$ cat src/rtl/note_draw_scheduler.sv
// Per-frame sequencer for the note-block plotter: erases last frame's blocks from a
// shadow copy of the rows, then fetches and draws the current rows lane by lane.
module note_draw_scheduler #(
   parameter int ROWS  = 8,
   parameter int LANES = 5
) (
   input  logic       clk,
   input  logic       reset,
   input  logic       frame_start,
   input  logic       pause,
   output logic [2:0] row_addr,
   input  logic [4:0] row_data,
   output logic       plot_note,
   output logic       clear_note,
   output logic       enable_plotter,
   output logic [8:0] x_to_plotter,
   output logic [7:0] y_to_plotter,
   output logic [2:0] lane_id,
   input  logic       plotter_done,
   output logic       busy,
   output logic       frame_done
);

   localparam logic [2:0] S_IDLE       = 3'd0;
   localparam logic [2:0] S_ERASE_SCAN = 3'd1;
   localparam logic [2:0] S_ERASE_WAIT = 3'd2;
   localparam logic [2:0] S_FETCH      = 3'd3;
   localparam logic [2:0] S_LATCH      = 3'd4;
   localparam logic [2:0] S_DRAW_SCAN  = 3'd5;
   localparam logic [2:0] S_DRAW_WAIT  = 3'd6;
   localparam logic [2:0] S_DONE       = 3'd7;

   localparam logic [2:0] LAST_LANE = 3'(LANES);
   localparam logic [2:0] LAST_ROW  = 3'(ROWS - 1);

   logic [2:0] state;
   logic [2:0] row;
   logic [2:0] lane;
   logic [4:0] cur;
   logic [4:0] shadow [ROWS];

   logic       erase_pass;
   logic       last_lane;
   logic       last_row;
   logic [4:0] lane_mask;
   logic [4:0] scan_bits;
   logic       bit_set;
   logic [2:0] adv_lane;
   logic [2:0] adv_row;
   logic [2:0] adv_state;
   logic [8:0] row12;
   logic [8:0] row6;
   logic [8:0] x_next;
   logic [7:0] y_next;

   assign last_lane = (lane == LAST_LANE);
   assign last_row  = (row == LAST_ROW);
   assign lane_mask = 5'b00001 << (lane - 3'd1);

   // Which row word is being scanned depends on the pass: shadow while erasing, cur while drawing.
   always_comb begin
      erase_pass = (state == S_ERASE_SCAN) || (state == S_ERASE_WAIT);
      scan_bits  = erase_pass ? shadow[row] : cur;
      bit_set    = |(scan_bits & lane_mask);
   end

   // Where the FSM goes once the current lane is finished, whether it was empty or plotted.
   always_comb begin
      adv_lane  = last_lane ? 3'd1 : lane + 3'd1;
      adv_row   = row;
      adv_state = erase_pass ? S_ERASE_SCAN : S_DRAW_SCAN;
      if (last_lane) begin
         adv_row = last_row ? 3'd0 : row + 3'd1;
         if (erase_pass) begin
            adv_state = last_row ? S_FETCH : S_ERASE_SCAN;
         end else begin
            adv_state = last_row ? S_DONE : S_FETCH;
         end
      end
   end

   // Perspective fan-out: outer lanes spread by 12 px per row, inner lanes by 6, rows 26 px apart.
   always_comb begin
      row12  = {3'b000, row, 3'b000} + {4'b0000, row, 2'b00};
      row6   = {4'b0000, row, 2'b00} + {5'b00000, row, 1'b0};
      y_next = 8'd40 + {1'b0, row, 4'b0000} + {2'b00, row, 3'b000} + {4'b0000, row, 1'b0};
      case (lane)
         3'd1:    x_next = 9'd130 - row12;
         3'd2:    x_next = 9'd145 - row6;
         3'd3:    x_next = 9'd160;
         3'd4:    x_next = 9'd175 + row6;
         3'd5:    x_next = 9'd190 + row12;
         default: x_next = 9'd0;
      endcase
   end

   always_ff @(posedge clk) begin
      if (!reset) begin
         state        <= S_IDLE;
         row          <= 3'd0;
         lane         <= 3'd1;
         cur          <= 5'd0;
         x_to_plotter <= 9'd0;
         y_to_plotter <= 8'd0;
         lane_id      <= 3'd0;
         for (int i = 0; i < ROWS; i++) begin
            shadow[i] <= 5'd0;
         end
      end else begin
         case (state)
            S_IDLE: begin
               if (frame_start) begin
                  state <= S_ERASE_SCAN;
                  row   <= 3'd0;
                  lane  <= 3'd1;
               end
            end
            S_ERASE_SCAN, S_DRAW_SCAN: begin
               if (!pause) begin
                  if (bit_set) begin
                     state        <= erase_pass ? S_ERASE_WAIT : S_DRAW_WAIT;
                     x_to_plotter <= x_next;
                     y_to_plotter <= y_next;
                     lane_id      <= lane;
                  end else begin
                     state <= adv_state;
                     row   <= adv_row;
                     lane  <= adv_lane;
                  end
               end
            end
            // pause is deliberately not looked at here: an in-flight request runs to completion
            S_ERASE_WAIT, S_DRAW_WAIT: begin
               if (plotter_done) begin
                  state <= adv_state;
                  row   <= adv_row;
                  lane  <= adv_lane;
               end
            end
            S_FETCH: begin
               if (!pause) begin
                  state <= S_LATCH;
               end
            end
            S_LATCH: begin
               if (!pause) begin
                  cur         <= row_data;
                  shadow[row] <= row_data;
                  state       <= S_DRAW_SCAN;
                  lane        <= 3'd1;
               end
            end
            S_DONE: begin
               if (!pause) begin
                  state <= S_IDLE;
               end
            end
            default: state <= S_IDLE;
         endcase
      end
   end

   assign row_addr       = row;
   assign clear_note     = (state == S_ERASE_WAIT);
   assign plot_note      = (state == S_DRAW_WAIT);
   assign enable_plotter = clear_note | plot_note;
   assign busy           = (state != S_IDLE);
   assign frame_done     = (state == S_DONE) && !pause;

endmodule

$ cat config.mk
export PLATFORM = sky130hd
export DESIGN_NAME = note_draw_scheduler
export DESIGN_NICKNAME = d
export VERILOG_FILES = /design/src/rtl/note_draw_scheduler.sv
export SDC_FILE = /design/constraint.sdc
export NUM_CORES = 1
export LEC_CHECK = 0
export BUFFER_PORTS_ARGS = -buffer_cell sky130_fd_sc_hd__buf_4
export CELL_PAD_IN_SITES_DETAIL_PLACEMENT = 1
export CELL_PAD_IN_SITES_GLOBAL_PLACEMENT = 1
export CORE_MARGIN = 2
export CORE_UTILIZATION = 45
export DETAILED_ROUTE_END_ITERATION = 12
export PLACE_DENSITY_LB_ADDON = 0.25
export SYNTH_ARGS = -nofsm -noshare
export SYNTH_HDL_FRONTEND = slang
export SYNTH_SLANG_ARGS = --single-unit
$ cat constraint.sdc
create_clock -name clk -period 3.5 [get_ports clk]
set_input_delay 0.875 -clock clk [delete_from_list [all_inputs] [get_ports clk]]
set_output_delay 0.875 -clock clk [all_outputs]
set_load 0.1 [all_outputs]
**Word-level counts from Yosys, hierarchy flattened**

Memory sizes are Yosys's and may differ from the RTL's. A register that Yosys moved wholly into a read port is not among the register bits.
Index checks and enable logic that the tools add are counted.
Widths: inputs -> output; s select.

- Shifts and indexed selects: 1
- Reductions and logical operators: 16
- Equality and inequality tests: 20
- Multiplexer cells: 39
- Bitwise operators: 3
- Add/subtract/negate cells: 12

Operators by type and width:

| operator | number |
|---|---|
| $mux 3 | 26 |
| $pmux 9 s5 | 1 |
| $eq 3x3->1 const B | 7 |
| $pmux 3 s6 | 1 |
| $ne 2x2->1 const B | 7 |
| $eq 3x2->1 const B | 4 |
| $pmux 3 s4 | 1 |
| $reduce_and 6->1 | 2 |
| $mux 5 | 2 |
| $reduce_or 5->1 | 2 |
| $add 8x6->9 const A | 1 |
| $add 8x7->9 const A | 1 |
| $pmux 3 s3 | 1 |
| $sub 8x6->9 const A | 1 |
| $sub 8x7->9 const A | 1 |
| $add 6x7->8 const A | 1 |
| $add 8x4->8 | 1 |
| $add 8x6->8 | 1 |
| $add 6x5->7 | 1 |
| $add 3x1->3 const B | 2 |
| $add 5x4->6 | 1 |
| $eq 3x1->1 const B | 2 |
| $mux 1 | 6 |
| $reduce_bool 3->1 | 2 |
| 15 further kinds | 16 |

- Word-level logic and storage cells: 99
- Memory bits (writable): 40
- Input bits: 10
- Output and inout port bits: 28
- Memories kept: 1
- Register bits: 34

Memories:

| name | depth | width | read ports | clocked after memory_dff | wr ports | RTL line | text |
|---|---|---|---|---|---|---|---|
| shadow | 8 | 5 | 1 | 1 | 8 | 40 | `logic [4:0] shadow [ROWS];` |

**Longest topological paths before layout**

- Word-level depth: 10
- Depth in mapped cells: 9
- Depth with buffers taken out: 9

**Least setup slack after synthesis**

No wires, ideal clock.

- Kind: reg-to-output
- Start point: reg state[0]
- End point: out clear_note
- Slack: -0.097 ns
- Buffers on the path: 0
- Arrival time: 2.722 ns
- Required time: 2.625 ns
- Stages on the path, launching flop included: 4
- Path through: dfxtp_1 > inv_1 > ha_1 > nor2b_1

- Longest elaborated chain between the ends: 1

RTL lines:

| element | RTL line | text |
|---|---|---|
| from (decl) | 36 | `logic [2:0] state;` |
| from (signal assigned) | 121 | `state <= erase_pass ? S_ERASE_WAIT : S_DRAW_WAIT;` |
| from (signal assigned) | 126 | `state <= adv_state;` |
| from (signal assigned) | 135 | `state <= adv_state;` |
| $eq 3x2->1 | 164 | `assign clear_note = (state == S_ERASE_WAIT);` |
| to (decl) | 14 | `output logic clear_note,` |

No other way between the ends.

**Worst setup path in the final report**

- Start point: reg row[0] (netlist: row_addr[0])
- End point: reg x_to_plotter[7]

- Longest elaborated chain between the ends: 3
- Elaborated cells on any way between the ends: 7
- Those cells by class: add/sub: 6; mux: 1

RTL lines:

| element | RTL line | text |
|---|---|---|
| from (decl) | 37 | `logic [2:0] row;` |
| from (signal assigned) | 127 | `row <= adv_row;` |
| from (signal assigned) | 136 | `row <= adv_row;` |
| $add 6x5->7 / $add 5x4->6 (equally long branches) | 84, 85 |  |
| $add 8x7->9 (tied with other cells) | 92 | `3'd5: x_next = 9'd190 + row12;` |
| $pmux 9 s5 (*) | 87 | `case (lane)` |
| to (signal assigned) | 122 | `x_to_plotter <= x_next;` |
| to (decl) | 16 | `output logic [8:0] x_to_plotter,` |

Every way passes the cells marked *; elsewhere a longest branch is shown, timed or not.
A chain may end at the register's enable or synchronous reset.

==> impl_metrics.tcl <==
set metrics [dict create \
    dpl.hpwl_um 8128 \
    required_ps 3780 \
    reg2reg_to "x_to_plotter[7]$_SDFFE_PN0P_" \
    cap_violations 0 \
    clockBufferDepth 2 \
    cts-resized-gates 0 \
    powerDensity_nw_per_um2 617.1 \
    hold_viol_final 0 \
    grt_pass1_vias 3594 \
    setup.worst_path.end_class "register" \
    r2r_cells 8 \
    nets 483 \
    core_area_um2 9284 \
    cp-start-kind "register" \
    reg2reg_setup_slack_ps 390 \
    p_leak_nw 2.044 \
    htreeDepth 3 \
    cts_hold_buf 0 \
    diodes 0 \
    crit_fanout 12 \
    drc_errors 0 \
    ys_seq_area_share_pct 44.23 \
    antenna_found_initial 0 \
    slew_headroom_pct 52.98 \
    yosysWarningCount 0 \
    endpoint "x_to_plotter[7]$_SDFFE_PN0P_" \
    die_x_um 102.3 \
    final_util_pct 53.41 \
    synth-edff-count 40 \
    finalSetupViolCount 0 \
    grt_use_total_pct 24.26 \
    vias_per_cell 5.760 \
    max_stage_delay_ps 610 \
    slowest_stage "dfxtp_1" \
    worst_slew_pin_slew_ps 700.3 \
    fin_skew_ps 9.384 \
    vias 3387 \
    wire_per_inst_um 19.83 \
    fill_cells 1043 \
    fin_setup_tns_ps 0 \
    holdPathStages 2 \
    synthCells 428 \
    ys_ff_latch 76 \
    syn_area_um2 4345 \
    clkTransAtPathRegs_ps 90 \
    cts_buffers 9 \
    grt_pass1_wl_um 19250 \
    drtIter0Drc 145 \
    arrival_ps 3390 \
    post-place-ws_ps 551.3 \
    ctsRootBufferMaster "clkbuf_8" \
    rows 35 \
    peakVddDrop_mv 0.2874 \
    tritoncts "done" \
    hold-worst-slack_ps 462.5 \
    hp-class "reg -> reg" \
    grt_max_degree 42 \
    status "complete, no violations" \
    syn2layout_area_growth_pct 14.11 \
    synth_cell_types 61 \
    fin_ws_ps 392.5 \
    cts.sinks 76 \
    startpoint "row_addr[0]$_SDFFE_PN0P_" \
    post_cts_buffers 0 \
    ant_nets 0 \
    syn-num-nets 457 \
    fmax_mhz 321.8 \
    start_util_pct 46.81 \
    post-route-period-util_pct 88.78 \
    die_h_um 102.3 \
    synth-main-ff-cell "edfxtp_1" \
    synth_async_sr_flop_share_pct 0 \
    clock_latency_ps 360 \
    place.gp.congestion 0.8427 \
    syn_area_per_cell_um2 10.15 \
    pin_count 38 \
    drive_above_1_share_pct 19.39 \
    port_buffers 36 \
    grt_overflow 0 \
    fin_crit_ps 3107 \
    rsz0062_at_grt "false" \
    reg2reg_from "row_addr[0]$_SDFFE_PN0P_" \
    die_area_um2 10460 \
    power_mw 3.060 \
    crit_chain "ha_1 > inv_1 > fa_1 > nor3b_1 > a21oi_1 > nor4_1 > nor3_1 > a211oi_2" \
    drv_slew 0 \
    drt_wl_total_um 11660 \
    critPathKind "reg -> reg" \
    dr.pass1.iters 4 \
]
registers in the layout, summed over array words and instances, names as in the netlist, named ones only:
signal	count
cur	5
lane	3
lane_id	3
row_addr	3
shadow	40
state	3
x_to_plotter	9
y_to_plotter	7
metrics by stage:
step | cells | cell area, um^2
2_1_floorplan | 428 | 4348
3_3_place_gp | 572 | 4713
3_5_place_dp | 572 | 4713
4_1_cts | 588 | 4959
5_1_grt | 588 | 4959
6_report | 588 | 4959
where the power goes:
| part | internal [mW] | leakage (nW) | switching, mW | total [mW] |
|---|---|---|---|---|
| clock network | 0.479 | 0.124 | 0.367 | 0.846 |
| logic | 0.323 | 1.22 | 0.838 | 1.16 |
| registers | 1.00 | 0.700 | 0.0519 | 1.05 |
| total | 1.80 | 2.04 | 1.26 | 3.06 |
metal layers:
metal  part of all wire [%]  GRT usage [%]
met2                     48          39.17
met3                    5.6          5.062
met4                   0.76          6.462
met5                      0              0
met1                     45          33.36
synthesized netlist by cell type (5+ instances only):
master    count  area (um^2)
ha_1         18        225.2
buf_2         5        25.02
mux2i_1      25        250.2
o32ai_1       5        43.79
a31oi_1      10        62.56
nand2_1      55        206.5
a21oi_1      18        90.09
and3_1       43        269.0
edfxtp_1     40         1201
a211oi_2      6        75.07
nand3_1       5        25.02
xnor2_1       5        43.79
mux4_2        8        180.2
nor3_1        8        40.04
clkbuf_1     18        67.56
nor2_1       20        75.07
o21ai_0      10        50.05
o211ai_1      5        37.54
inv_1        13        48.80
dfxtp_1      36        720.7
placed cells by master (no fill, tap or decap), drive strengths merged, types with 2 or more instances in the layout:
master	netlist	routed
nand2	55	55
buf	14	47
and3	43	43
edfxtp	40	40
dfxtp	36	36
mux2i	25	25
nor2	20	20
a21oi	18	18
ha	18	18
inv	14	16
o21ai	10	10
a31oi	10	10
clkbuf	18	9
nor3	9	9
a211oi	9	9
mux4	8	8
nand3	6	6
xnor2	5	5
o211ai	5	5
o32ai	5	5
and2	4	4
nand2b	4	4
a221oi	4	4
a21o	3	3
mux2	3	3
a22oi	3	3
or3	3	3
o22ai	3	3
o221ai	3	3
xor2	3	3
nor3b	3	3
bufinv	0	3
nor2b	3	3
clkinv	1	3
or2	2	2
a311oi	2	2
nand4	2	2
worst max-delay path: cells and delay by family, from the launching register on:
family,cells,cell delay (ps)
AND/OR/NAND/NOR,3,1130
adder cells (fa/ha/maj),2,830
flip-flops,1,610
AO/OA/AOI/OAI,2,370
buffers and inverters,1,90
cells by family (layout without fill, tap and decap cells):
| kind of cell | count (synthesis) | in the layout | share of synthesized area (%) |
|---|---|---|---|
| AOI/OAI and AO/OA | 82 | 82 | 14.02 |
| xor gates and xnor gates | 8 | 8 | 1.613 |
| adders and majority gates | 19 | 19 | 5.644 |
| buffers and inverters | 47 | 78 | 4.722 |
| DFF | 76 | 76 | 44.23 |
| muxes | 36 | 36 | 10.68 |
| other | 1 | 1 | 0.08630 |
| and+or+nand+nor | 159 | 159 | 19.00 |
cell type report:
cell class | count | area [um^2] | area share [%]
multi-input cells | 305 | 2221 | 44.79
flip-flops and latches | 76 | 1922 | 38.76
repair buffers | 47 | 352.8 | 7.116
well taps | 129 | 161.4 | 3.255
clock buffers | 9 | 123.9 | 2.498
clock inverters | 7 | 121.4 | 2.448
inverters | 15 | 56.30 | 1.136
worst min-delay path by stage:
| stage | start | endpoint | slack (ps) |
|---|---|---|---|
| floorplan | cur[2]$_SDFFE_PN0P_ | cur[2]$_SDFFE_PN0P_ | 450 |
| CTS | lane_id[2]$_SDFFE_PN0P_ | lane_id[2]$_SDFFE_PN0P_ | 470 |
| global route | lane_id[2]$_SDFFE_PN0P_ | lane_id[2]$_SDFFE_PN0P_ | 480 |
| global placement | lane_id[2]$_SDFFE_PN0P_ | lane_id[2]$_SDFFE_PN0P_ | 440 |
| detailed placement | x_to_plotter[4]$_SDFFE_PN0P_ | x_to_plotter[4]$_SDFFE_PN0P_ | 460 |
| finish | lane_id[2]$_SDFFE_PN0P_ | lane_id[2]$_SDFFE_PN0P_ | 460 |
Note: power is estimated with default switching activity, not from simulation.
